[src/rtl/alu_sequencer_if.sv]
// Request/response and external-ALU signals of the ALU sequencer.
// The master modport is the requester side (which also hosts the external ALU); the slave modport is the sequencer.
interface alu_sequencer_if;
    logic        start;
    logic [5:0]  funct;
    logic [31:0] srcA;
    logic [31:0] srcB;
    logic [31:0] alu_A;
    logic [31:0] alu_B;
    logic [2:0]  alu_SIG;
    logic [31:0] alu_dataOut;
    logic        alu_Zero;
    logic        busy;
    logic        done;
    logic        err;
    logic        zero;
    logic [31:0] result;
    logic [31:0] hi;
    logic [31:0] lo;

    modport master (
        output start, funct, srcA, srcB, alu_dataOut, alu_Zero,
        input  alu_A, alu_B, alu_SIG, busy, done, err, zero, result, hi, lo
    );

    modport slave (
        input  start, funct, srcA, srcB, alu_dataOut, alu_Zero,
        output alu_A, alu_B, alu_SIG, busy, done, err, zero, result, hi, lo
    );
endinterface

[src/rtl/alu_sequencer.sv]
// Sequences single-cycle R-type ops and a 32-step shift-add MULTU through an external 32-bit ALU.
// The MULTU multiplier lives in lo and shifts out as the product shifts in.
module alu_sequencer (
    input logic            clk,
    input logic            rst,
    alu_sequencer_if.slave bus
);
    typedef enum logic [1:0] {IDLE, EXEC, MUL, DONE} state_t;

    state_t      state, state_next;
    logic [31:0] op_a, op_b, hi_q, lo_q, result_q;
    logic [2:0]  sig_q;
    logic [4:0]  count;
    logic        err_q, zero_q;
    logic [2:0]  dec_sig;
    logic        dec_mul, dec_legal;
    logic [31:0] mul_sum;
    logic        mul_carry;
    logic [63:0] mul_next;

    always_comb begin
        dec_sig   = 3'b010;
        dec_mul   = 1'b0;
        dec_legal = 1'b1;
        case (bus.funct)
            6'b100100: dec_sig = 3'b000;
            6'b100101: dec_sig = 3'b001;
            6'b100000: dec_sig = 3'b010;
            6'b100010: dec_sig = 3'b110;
            6'b101010: dec_sig = 3'b111;
            6'b011001: dec_mul = 1'b1;
            default:   dec_legal = 1'b0;
        endcase
    end

    // Carry out of hi + multiplicand recovered from operand and sum MSBs.
    always_comb begin
        mul_sum   = lo_q[0] ? bus.alu_dataOut : hi_q;
        mul_carry = lo_q[0] & ((hi_q[31] & op_a[31]) | ((hi_q[31] | op_a[31]) & ~mul_sum[31]));
        mul_next  = {mul_carry, mul_sum, lo_q[31:1]};
    end

    always_ff @(posedge clk or posedge rst) begin
        if (rst) state <= IDLE;
        else     state <= state_next;
    end

    always_comb begin
        state_next = state;
        case (state)
            IDLE: if (bus.start) state_next = !dec_legal ? DONE : (dec_mul ? MUL : EXEC);
            EXEC: state_next = DONE;
            MUL:  if (count == 5'd31) state_next = DONE;
            DONE: state_next = IDLE;
            default: state_next = IDLE;
        endcase
    end

    always_ff @(posedge clk or posedge rst) begin
        if (rst) begin
            op_a     <= '0;
            op_b     <= '0;
            sig_q    <= 3'b010;
            hi_q     <= '0;
            lo_q     <= '0;
            result_q <= '0;
            count    <= '0;
            err_q    <= 1'b0;
            zero_q   <= 1'b0;
        end else begin
            case (state)
                IDLE: if (bus.start) begin
                    err_q <= 1'b0;
                    if (!dec_legal) begin
                        err_q    <= 1'b1;
                        result_q <= '0;
                    end else if (dec_mul) begin
                        op_a  <= bus.srcA;
                        op_b  <= bus.srcB;
                        sig_q <= 3'b010;
                        hi_q  <= '0;
                        lo_q  <= bus.srcB;
                        count <= '0;
                    end else begin
                        op_a  <= bus.srcA;
                        op_b  <= bus.srcB;
                        sig_q <= dec_sig;
                    end
                end
                EXEC: begin
                    result_q <= bus.alu_dataOut;
                    zero_q   <= bus.alu_Zero;
                end
                MUL: begin
                    {hi_q, lo_q} <= mul_next;
                    count        <= count + 5'd1;
                    if (count == 5'd31) begin
                        result_q <= mul_next[31:0];
                        zero_q   <= (mul_next == '0);
                    end
                end
                default: ;
            endcase
        end
    end

    always_comb begin
        bus.busy    = (state != IDLE);
        bus.done    = (state == DONE);
        bus.alu_A   = '0;
        bus.alu_B   = '0;
        bus.alu_SIG = 3'b010;
        case (state)
            EXEC: begin
                bus.alu_A   = op_a;
                bus.alu_B   = op_b;
                bus.alu_SIG = sig_q;
            end
            MUL: begin
                bus.alu_A   = hi_q;
                bus.alu_B   = op_a;
                bus.alu_SIG = 3'b010;
            end
            default: ;
        endcase
        bus.result = result_q;
        bus.hi     = hi_q;
        bus.lo     = lo_q;
        bus.err    = err_q;
        bus.zero   = zero_q;
    end
endmodule
[src/flat_wrapper.sv]
// flat-port wrapper written by rule: the top's interface ports become plain ports
module alu_sequencer_flat 
  (clk, rst, bus_start, bus_funct, bus_srcA, bus_srcB, bus_alu_dataOut, bus_alu_Zero, bus_alu_A, bus_alu_B, bus_alu_SIG, bus_busy, bus_done, bus_err, bus_zero, bus_result, bus_hi, bus_lo);
  alu_sequencer_if bus_i ();
  input logic clk;
  input logic rst;
  input wire logic [$bits(bus_i.start)-1:0] bus_start;
  input wire logic [$bits(bus_i.funct)-1:0] bus_funct;
  input wire logic [$bits(bus_i.srcA)-1:0] bus_srcA;
  input wire logic [$bits(bus_i.srcB)-1:0] bus_srcB;
  input wire logic [$bits(bus_i.alu_dataOut)-1:0] bus_alu_dataOut;
  input wire logic [$bits(bus_i.alu_Zero)-1:0] bus_alu_Zero;
  output wire logic [$bits(bus_i.alu_A)-1:0] bus_alu_A;
  output wire logic [$bits(bus_i.alu_B)-1:0] bus_alu_B;
  output wire logic [$bits(bus_i.alu_SIG)-1:0] bus_alu_SIG;
  output wire logic [$bits(bus_i.busy)-1:0] bus_busy;
  output wire logic [$bits(bus_i.done)-1:0] bus_done;
  output wire logic [$bits(bus_i.err)-1:0] bus_err;
  output wire logic [$bits(bus_i.zero)-1:0] bus_zero;
  output wire logic [$bits(bus_i.result)-1:0] bus_result;
  output wire logic [$bits(bus_i.hi)-1:0] bus_hi;
  output wire logic [$bits(bus_i.lo)-1:0] bus_lo;
  assign bus_i.start = bus_start;
  assign bus_i.funct = bus_funct;
  assign bus_i.srcA = bus_srcA;
  assign bus_i.srcB = bus_srcB;
  assign bus_i.alu_dataOut = bus_alu_dataOut;
  assign bus_i.alu_Zero = bus_alu_Zero;
  assign bus_alu_A = bus_i.alu_A;
  assign bus_alu_B = bus_i.alu_B;
  assign bus_alu_SIG = bus_i.alu_SIG;
  assign bus_busy = bus_i.busy;
  assign bus_done = bus_i.done;
  assign bus_err = bus_i.err;
  assign bus_zero = bus_i.zero;
  assign bus_result = bus_i.result;
  assign bus_hi = bus_i.hi;
  assign bus_lo = bus_i.lo;
  alu_sequencer u_core (.clk(clk), .rst(rst), .bus(bus_i));
endmodule
[config.mk]
export PLATFORM = sky130hd
export DESIGN_NAME = alu_sequencer_flat
export DESIGN_NICKNAME = d
export VERILOG_FILES = /design/src/rtl/alu_sequencer_if.sv /design/src/rtl/alu_sequencer.sv /design/src/flat_wrapper.sv
export SDC_FILE = /design/constraint.sdc
export NUM_CORES = 1
export LEC_CHECK = 0
export BUFFER_PORTS_ARGS = -buffer_cell sky130_fd_sc_hd__buf_2
export CAP_MARGIN = 25
export CORE_MARGIN = 1
export CORE_UTILIZATION = 30
export CTS_BUF_LIST = sky130_fd_sc_hd__clkbuf_8
export CTS_CLUSTER_SIZE = 10
export DETAILED_ROUTE_END_ITERATION = 8
export HOLD_SLACK_MARGIN = 0.03
export REMOVE_ABC_BUFFERS = 1
export SYNTH_ARGS = -nofsm -noshare
export SYNTH_HDL_FRONTEND = slang
export SYNTH_SLANG_ARGS = --single-unit
[constraint.sdc]
create_clock -name clk -period 6.45 [get_ports clk]
set_input_delay 1.29 -clock clk [delete_from_list [all_inputs] [get_ports clk]]
set_output_delay 1.29 -clock clk [all_outputs]
set_load 0.01 [all_outputs]
==> results of run 1 <==
[layer usage]
| metal | up-vias | track usage [%] |
|---|---|---|
| li1 | 3521 | - |
| met1 | 3768 | 25.9 |
| met2 | 228 | 29.1 |
| met3 | 21 | 3.65 |
| met4 | 0 | 4.53 |
| met5 | - | 0 |
[final cells by class]
class | instances | area share (%)
multi-input combinational | 590 | 40.5
sequential | 172 | 38.3
timing repair buffer | 284 | 13.1
tap | 390 | 4.34
clock buffer | 17 | 2.08
clock inverter | 15 | 1.25
inverter | 7 | 0.301
[synthesized netlist by cell type, drive strengths merged]
library cell    n  area [um2]
dfrtp         171        4280
mux2           99        1230
nor2b          90         563
nand2          88         330
a22oi          84         631
mux2i          51         510
clkbuf         36         135
buf            34         205
o21ai          31         155
o31ai          31         233
nor2           19        71.3
nor4           19         119
a21boi         12        90.1
a221o          12         120
ha              7        87.6
inv             7        26.3
nand2b          6        37.5
a21oi           4        23.8
nor3            4        20.0
or4             4        30.0
a31oi           3        18.8
and2            3        18.8
nand4           3        18.8
nand3           2        15.0
nor3b           2        15.0
nor4b           2        17.5
o2111ai         2        23.8
a211o           1        17.5
a21o            1        7.51
a311oi          1        8.76
a32oi           1        8.76
a41o            1        10.0
a41oi           1        8.76
and3            1        6.26
and3b           1        8.76
and4            1        8.76
dfstp           1        26.3
o211ai          1        7.51
o21a            1        7.51
or3             1        6.26
[per-stage QoR]
step	hold WS [ps]	instances	TNS, ps	setup WS (ps)	power [mW]
6_report	488	1475	0	2460	5.60
5_1_grt	509	1475	0	2240	6.00
3_3_place_gp	468	1442	0	2460	4.83
4_1_cts	493	1475	0	2360	5.67
2_1_floorplan	449	769	-90490	-1550	3.75
3_5_place_dp	470	1443	0	2890	4.88
[worst max-delay path: cells and delay by family (launching register included)]
family / cells / cell delay, ps
buffers and inverters: 3 / 740
AND/OR/NAND/NOR: 1 / 150
adder cells (fa/ha/maj): 1 / 730
flip-flops: 1 / 440
AO/OA/AOI/OAI: 1 / 150
[cells by family (layout without fill, tap and decap cells)]
family / after synthesis / after routing
multiplexers: 150 / 150
flip-flops: 172 / 172
buffers and inverters: 77 / 323
adder cells (fa/ha/maj): 7 / 7
AO/OA/AOI/OAI: 187 / 187
AND/OR/NAND/NOR: 246 / 246
[how the worst max path moves through the flow]
stage                    startpoint              end  slack (ps)
floorplan           u_core.state[0]  u_core.count[3]       -1550
global placement       bus_funct[1]  u_core.op_a[21]        2460
detailed placement     bus_funct[1]  u_core.op_a[21]        2890
CTS                 u_core.state[1]    bus_alu_A[10]        2360
global route        u_core.state[1]    bus_alu_A[10]        2240
finish              u_core.state[1]    bus_alu_A[10]        2460
[flip-flops by register name, indices dropped and copies added (netlist names), 2 cells and up]
signal             count
u_core.state           2
u_core.bus.hi         32
u_core.sig_q           3
u_core.op_b           32
u_core.op_a           32
u_core.bus.result     32
u_core.count           5
u_core.bus.lo         32
[power groups by stage]
| stage | combinational (mW) | sequential [mW] | clock, mW |
|---|---|---|---|
| floorplan | 1.79 | 1.96 | 0 |
| global placement | 2.86 | 1.97 | 0 |
| detailed placement | 2.90 | 1.98 | 0 |
| CTS | 2.91 | 1.96 | 0.806 |
| global route | 3.13 | 2.02 | 0.845 |
| finish | 2.86 | 1.96 | 0.775 |
==> metrics.txt, run 1 <==
post-synthesis compound-gate area fraction 15.0%; GR Overflow Total 0; Core ar. 0.0298 mm2; final period utilization 61.9%; top layer in use met4; yosys warns 0; clk_lat worst skew 490 ps; Fmax 0.250 GHz; power density cells 498 mW/mm2; critical path launch point type flip-flop; CTS Root Cell clkbuf_8; final instance area 0.0112 mm2; DRT met1 WL 13.6 mm; post-synthesis instance area 0.00916 mm2; largest net degree at the start of global routing 117; sequential fraction of the synthesis area 47.0%; Area growth syn-to-layout 22.7%; WL met2 13.5 mm; largest family of logic cells by synthesized area multiplexers; nets 1185; Die Y 177 um; Fill cells 2997; CP Max Fanout 69; initial antenna violation count 0; max_cap viols 0; Syn Area/Cell 10.9 um2; P_leak 5.34 nW; R2R Setup Slk 3190 ps; post-CTS sizing 0; fin crit period 3990 ps; TritonCTS Buffers 17; commonest non-fill, non-tap cell in the layout buf_2; mux cell area share after synthesis 19.0%; ratio of cells with drive above 1 in the final layout 38.6%; count of input and output buffers 272; sw power 2.49 mW; Global Route Usage Sum 18.5%; DP Area 0.0109 mm2; Reg-to-Reg Start u_core.state[0]; starting density of the core 30.7%; gpl congestion 0.772; post-synthesis xor/xnor area fraction 0%; WP data arrival 2700 ps; count of different cell masters after synthesis 50; Min-Delay Startpoint u_core.sig_q[0]; CP max stage delay 730 ps; cells along the critical path inv_1, ha_4, buf_4, a22oi_1, nor2b_1, buf_2; vias per inst 5.11; Multi-input gate area 0.00455 mm2; Slew Viols, Final 0; CP max-delay cell ha_4; number of diodes 0; Routed Antenna Nets 0; relative slew slack 38.7%; cells after synthesis 839; flops & latches, synth 172; unrepaired setup endpoints after global routing false; status finished clean; dpl hpwl 19.8 mm; Hold Fails Final Rpt 0; Setup crit end kind output port; global-route wire length before repair 43.7 mm; wire per inst 19.6 um; clk buf depth 2; Slew @ Worst Pin 919 ps; Fin Clk Skew 23.7 ps; Setup-failing EPs final 0; Iteration-0 DRC Markers 421; Rows 63; critical path class reg -> out; Worst R2R End u_core.bus.result[31]; CTS Sinks 172; Logic pwr share 51.1%; CTS tree built; post-CTS setup repair buffer count 0; DRC 0; Die ar. 0.0312 mm2; adder-cell share of the synthesized area 0.957%; Register Area 0.00431 mm2; Synth Area in Simple Gates 14.0%; worst-case reg-to-reg path depth 8; WL met3 1.45 mm; clock network fraction of total power 13.9%; Vias 7538; most frequent cells in the layout buf_2, dfrtp_1, nor2b_1, nand2_1, a22oi_1; Final Core Density 37.7%; maximum level of the CTS H-tree 4; Worst VDD drop 0.000473 V; vias in the first global route 7230; CTS clk-pin slew, worst paths 100 ps; CP required 5160 ps; Net Sw Frac 44.5%; Top Ports 273; 1st-pass router iterations 7; Post-CTS Hold Fix Bufs 0; worst hold-check path type reg -> reg; Hold EP u_core.sig_q[0]; Hold Path Depth 1; chip width 177 um; internal power 3.10 mW; sequential power share 35.0%; routed wire length 28.9 mm
No activity file was read; power rests on OpenSTA's default activity.
==> run 2, diff against run 1 <==
--- a/config.mk
+++ b/config.mk
@@ -5,6 +5,7 @@
 export SDC_FILE = /design/constraint.sdc
 export NUM_CORES = 1
 export LEC_CHECK = 0
+export ABC_AREA = 1
 export BUFFER_PORTS_ARGS = -buffer_cell sky130_fd_sc_hd__buf_2
 export CAP_MARGIN = 25
 export CORE_MARGIN = 1
==> constraint.sdc (replaced) <==
create_clock -name clk -period 4 [get_ports clk]
set_input_delay 0.8 -clock clk [delete_from_list [all_inputs] [get_ports clk]]
set_output_delay 0.8 -clock clk [all_outputs]
set_load 0.01 [all_outputs]
==> run 2 against run 1 <==
Flip-flop and latch count stayed put; synthesized cell count increased by 50%; register-to-register slack lost 1800 ps; final area fell by 1.3%; highest routed layer is now met5; die area fell by 1.9%; wire length up 8.0%; clock skew is 0.55 ps higher; sequential power is 48% higher; largest cell class is now registers; first-iteration DRC count up 67%; global-route usage up 2.0 points; clock-buffer cell count stayed put.
==> metrics.txt, run 2 <==
most frequent cells after synthesis nand2_1, dfrtp_1, o21ai_0; wire per inst 16.5 um; Logic pwr share 50.1%; cells after synthesis 1255; count of different cell masters after synthesis 28; Global Route Usage Sum 20.4%; chip width 175 um; TritonCTS Buffers 17; Multi-input gate area 0.00391 mm2; max_cap viols 0; dpl hpwl 21.6 mm; clk buf depth 2; Routed Antenna Nets 0; CTS tree built; unrepaired setup endpoints after global routing false; most area-hungry cell type in the Yosys netlist dfrtp_1; largest net degree at the start of global routing 106; global-route wire length before repair 48.0 mm; Post-synth EDFFs 0; Rows 62; Final Non-Filler Cells 1886; routed wire length 31.2 mm; Setup crit end kind output port; vias per inst 4.71; Synth top area share 47.7%; CTS Root Cell clkbuf_8; sw power 4.11 mW; relative slew slack 34.6%; maximum level of the CTS H-tree 4; Setup-failing EPs final 0; CTS Sinks 172; CP max-delay cell ha_2; critical path launch point type flip-flop; Hold Fails Final Rpt 0; total chip power 8.40 mW; sequential power share 34.6%; P_leak 5.94 nW; CP Max Fanout 38; nets 1601; yosys warns 0; fin crit period 3280 ps; WP data arrival 2480 ps; Register Area 0.00431 mm2; 1st-pass router iterations 5; Cells after DPL 1852; adder-cell share of the synthesized area 0.976%; Area growth syn-to-layout 23.5%; most frequent cells in the layout nand2_1, buf_2, dfrtp_1, o21ai_0, inv_1; CP required 3200 ps; Synth async-reset ratio 100%; critical path class reg -> out; Die Y 175 um; Core ar. 0.0291 mm2; starting density of the core 30.9%; ratio of cells with drive above 1 in the final layout 22.9%; cells along the critical path inv_1, ha_2, buf_12, nand2_1, a21oi_1, buf_2; Die ar. 0.0306 mm2; mux cell area share after synthesis 0.112%; Fill cells 3105; Slew @ Worst Pin 981 ps; power density cells 757 mW/mm2; vias in the first global route 8359; clock network fraction of total power 15.2%; internal power 4.28 mW; Top Ports 273; CP max stage delay 710 ps; gpl congestion 0.796; post-synthesis instance area 0.00898 mm2; Worst VDD drop 0.000671 V; Net Sw Frac 49.0%; clk_lat worst skew 460 ps; synth top area cells dfrtp_1, nand2_1, o21ai_0; flops & latches, synth 172; post-synthesis xor/xnor area fraction 0.0976%; count of input and output buffers 272; worst hold-check path type in -> async; post-CTS sizing 0; Iteration-0 DRC Markers 705; Vias 8875; commonest non-fill, non-tap cell in the layout nand2_1; Synth Area in Simple Gates 27.0%; Fmax 0.305 GHz; Fin Clk Skew 24.2 ps; final period utilization 82.0%; sequential fraction of the synthesis area 48.0%; Syn Area/Cell 7.15 um2; largest family of logic cells by synthesized area simple AND/OR/NAND/NOR gates; status finished clean; DRC 0; Primary FF master, synth dfrtp_1; initial antenna violation count 3; most common cell in the synthesized netlist nand2_1; post-CTS setup repair buffer count 0; Slew Viols, Final 0; post-synthesis compound-gate area fraction 15.1%; CTS clk-pin slew, worst paths 100 ps; GR Overflow Total 0; Post-CTS Hold Fix Bufs 0
-- run 2: path summary, 6_finish.rpt --
check | slack, ps | depth (start not counted) | startpoint | end
min | 460 | 2 | rst | u_core.op_a[12]
min reg2reg | 490 | 2 | u_core.op_b[29] | u_core.op_b[29]
max reg2reg | 1430 | 9 | u_core.state[0] | u_core.bus.result[28]
max in group asynchronous | 2680 | 3 | rst | u_core.bus.result[30]
min in group clk | 490 | 2 | u_core.op_b[29] | u_core.op_b[29]
max | 720 | 6 | u_core.state[1] | bus_alu_B[12]
-- run 2: power groups by stage --
stage,logic (mW),registers [mW],clock network [mW]
2_1_floorplan,2.23,2.98,0
3_3_place_gp,4.16,2.92,0
3_5_place_dp,4.20,2.94,0
4_1_cts,4.22,2.91,1.31
5_1_grt,4.74,3.00,1.39
6_report,4.21,2.91,1.28
-- run 2: layout make-up --
cell class	instances	area share, %
Inverter	115	3.96
Clock buffer	17	2.11
Clock inverter	15	1.46
Multi-Input combinational cell	892	35.3
Antenna cell	1	0.0226
Sequential cell	172	38.8
Tap cell	384	4.33
Timing Repair Buffer	290	14.0
-- run 2: worst max-delay path, delay by kind of cell, from the launching register on --
family	cells	cell delay, ps
compound gates	1	170
buf+inv	3	580
flops	1	440
simple gates	1	70
fa+ha+maj	1	710
-- run 2: logic make-up (layout without fill, tap and decap cells) --
family                   Yosys count  count (layout)
buffers and inverters            191             437
AND/OR/NAND/NOR                  626             626
multiplexers                       1               1
XOR/XNOR                           1               1
AO/OA/AOI/OAI                    257             257
flip-flops                       172             172
other                              0               1
adder cells (fa/ha/maj)            7               7
-- run 2: metrics by stage --
stage	setup WS [ps]	util, %	TNS (ps)	cell area (um2)	hold WS (ps)
floorplan	-1460	-	-293540	8620	449
global placement	1230	36.7	0	10700	463
detailed placement	1170	36.7	0	10700	465
CTS	654	38.0	0	11100	477
global route	510	38.1	0	11100	471
finish	718	38.1	0	11100	461
-- run 2: layer usage --
metal  GRT usage [%]  vias to the layer above  share of wire (%)
met5               0                        -              0.067
met4            5.00                        4                1.2
met3            4.29                       23                5.3
met2            32.3                      273                 46
met1            28.5                     4191                 47
li1                -                     4384                  -
==> run 3, diff against run 2 <==
==> constraint.sdc (replaced) <==
create_clock -name clk -period 3.4 [get_ports clk]
set_input_delay 0.68 -clock clk [delete_from_list [all_inputs] [get_ports clk]]
set_output_delay 0.68 -clock clk [all_outputs]
set_load 0.01 [all_outputs]
==> run 3 against run 2 <==
Total power increased by 17%; worst hold slack got worse by 180 ps; global-route usage increased by 0.12 points; worst setup slack got worse by 490 ps; sequential power increased by 18%; via count decreased by 0.17%; combinational power increased by 18%; critical path type unchanged.
==> metrics.txt, run 3 (synthesized netlist as in run 2, its figures left out) <==
Fmax 0.315 GHz; worst hold-check path type in -> async; clk buf depth 2; Slew Viols, Final 0; Post-CTS Hold Fix Bufs 0; Area growth syn-to-layout 23.7%; starting density of the core 30.9%; count of input and output buffers 272; Final Core Density 38.2%; largest net degree at the start of global routing 87; DRC 0; post-CTS setup repair buffer count 0; DRT met1 WL 15.2 mm; critical path launch point type flip-flop; chip width 175 um; WL met3 1.47 mm; post-CTS sizing 0; CTS Sinks 172; initial antenna violation count 2; CTS clk-pin slew, worst paths 100 ps; TritonCTS Buffers 17; CTS Root Cell clkbuf_8; CP Max Fanout 46; vias per inst 4.70; gpl congestion 0.800; ratio of cells with drive above 1 in the final layout 23.0%; Rows 62; Core ar. 0.0291 mm2; Setup crit end kind output port; CTS tree built; max_cap viols 0; Vias 8860; final period utilization 93.4%; Top Ports 273; CP required 2720 ps; Setup-failing EPs final 0; Worst Slack Setup Final 225 ps; power density cells 888 mW/mm2; dpl hpwl 21.6 mm; maximum level of the CTS H-tree 4; WP data arrival 2490 ps; WL met2 14.2 mm; clk_lat worst skew 450 ps; total chip power 9.86 mW; Fin Clk Skew 16.1 ps; critical path class reg -> out; Die Y 175 um; relative slew slack 55.7%; most frequent cells in the layout nand2_1, buf_2, dfrtp_1, o21ai_0, inv_1; Setup TNS 0 ps; status finished clean; Hold Fails Final Rpt 0; unrepaired setup endpoints after global routing false; commonest non-fill, non-tap cell in the layout nand2_1; vias in the first global route 8493; Slew @ Worst Pin 665 ps; Setup WS pre-CTS 689 ps; routed wire length 31.3 mm; Iteration-0 DRC Markers 731; Worst VDD drop 0.000855 V; wire per inst 16.6 um; 1st-pass router iterations 5; Die ar. 0.0306 mm2; Global Route Usage Sum 20.6%; number of diodes 0; top layer in use met5; GR Overflow Total 0; nets 1603; fin crit period 3170 ps; Routed Antenna Nets 0; P_leak 5.93 nW; global-route wire length before repair 48.6 mm
[run 3: cell types whose count changed in the layout (fill, tap and decap cells not counted), sizes merged]
cell,before,now
bufinv,2,1
buf,290,292
clkinv,5,3
clkbuf,17,18
diode,1,0
clkinvlp,2,4
[run 3: cell type report]
type | instances | area [um2]
Timing Repair Buffer | 292 | 1590
Clock buffer | 18 | 248
Sequential cell | 172 | 4310
Inverter | 115 | 439
Multi-Input combinational cell | 892 | 3910
Tap cell | 384 | 480
Fill cell | 3108 | 18000
Clock inverter | 14 | 136
[run 3: metal layers]
layer	global-route usage (%)	vias up
met5	0	-
met4	4.96	4
met3	3.24	24
met2	32.6	263
met1	29.3	4181
li1	-	4388
[run 3: through the flow]
| step | std cells | hold WS (ps) | instance area (um2) |
|---|---|---|---|
| 6_report | 1887 | 285 | 11100 |
| 2_1_floorplan | 1179 | 449 | 8620 |
| 4_1_cts | 1887 | 318 | 11100 |
| 3_5_place_dp | 1855 | 465 | 10700 |
| 3_3_place_gp | 1855 | 463 | 10700 |
| 5_1_grt | 1887 | 328 | 11100 |
[run 3: worst paths after layout]
| path | start | endpoint | slack (ps) | cells after the start |
|---|---|---|---|---|
| worst max-delay path | u_core.state[1] | bus_alu_B[30] | 230 | 6 |
| worst min-delay path | rst | u_core.op_a[13] | 280 | 2 |
| worst max register to register | u_core.state[0] | u_core.bus.hi[30] | 930 | 8 |
| worst min register to register | u_core.bus.result[10] | u_core.bus.result[10] | 490 | 2 |
| max in group asynchronous | rst | u_core.bus.hi[19] | 2150 | 3 |
| min in group clk | bus_srcA[11] | u_core.op_a[11] | 410 | 3 |
[run 3: critical path, cell delays in order, from the launching register on]
cell,delay (ps)
dfrtp_1,440
inv_1,140
ha_2,560
buf_12,300
nand2_1,90
a21oi_1,270
buf_2,200
[run 3: power breakdown]
part / internal [mW] / switching (mW)
registers: 2.79 / 0.626
logic: 1.58 / 3.39
clock network: 0.615 / 0.850
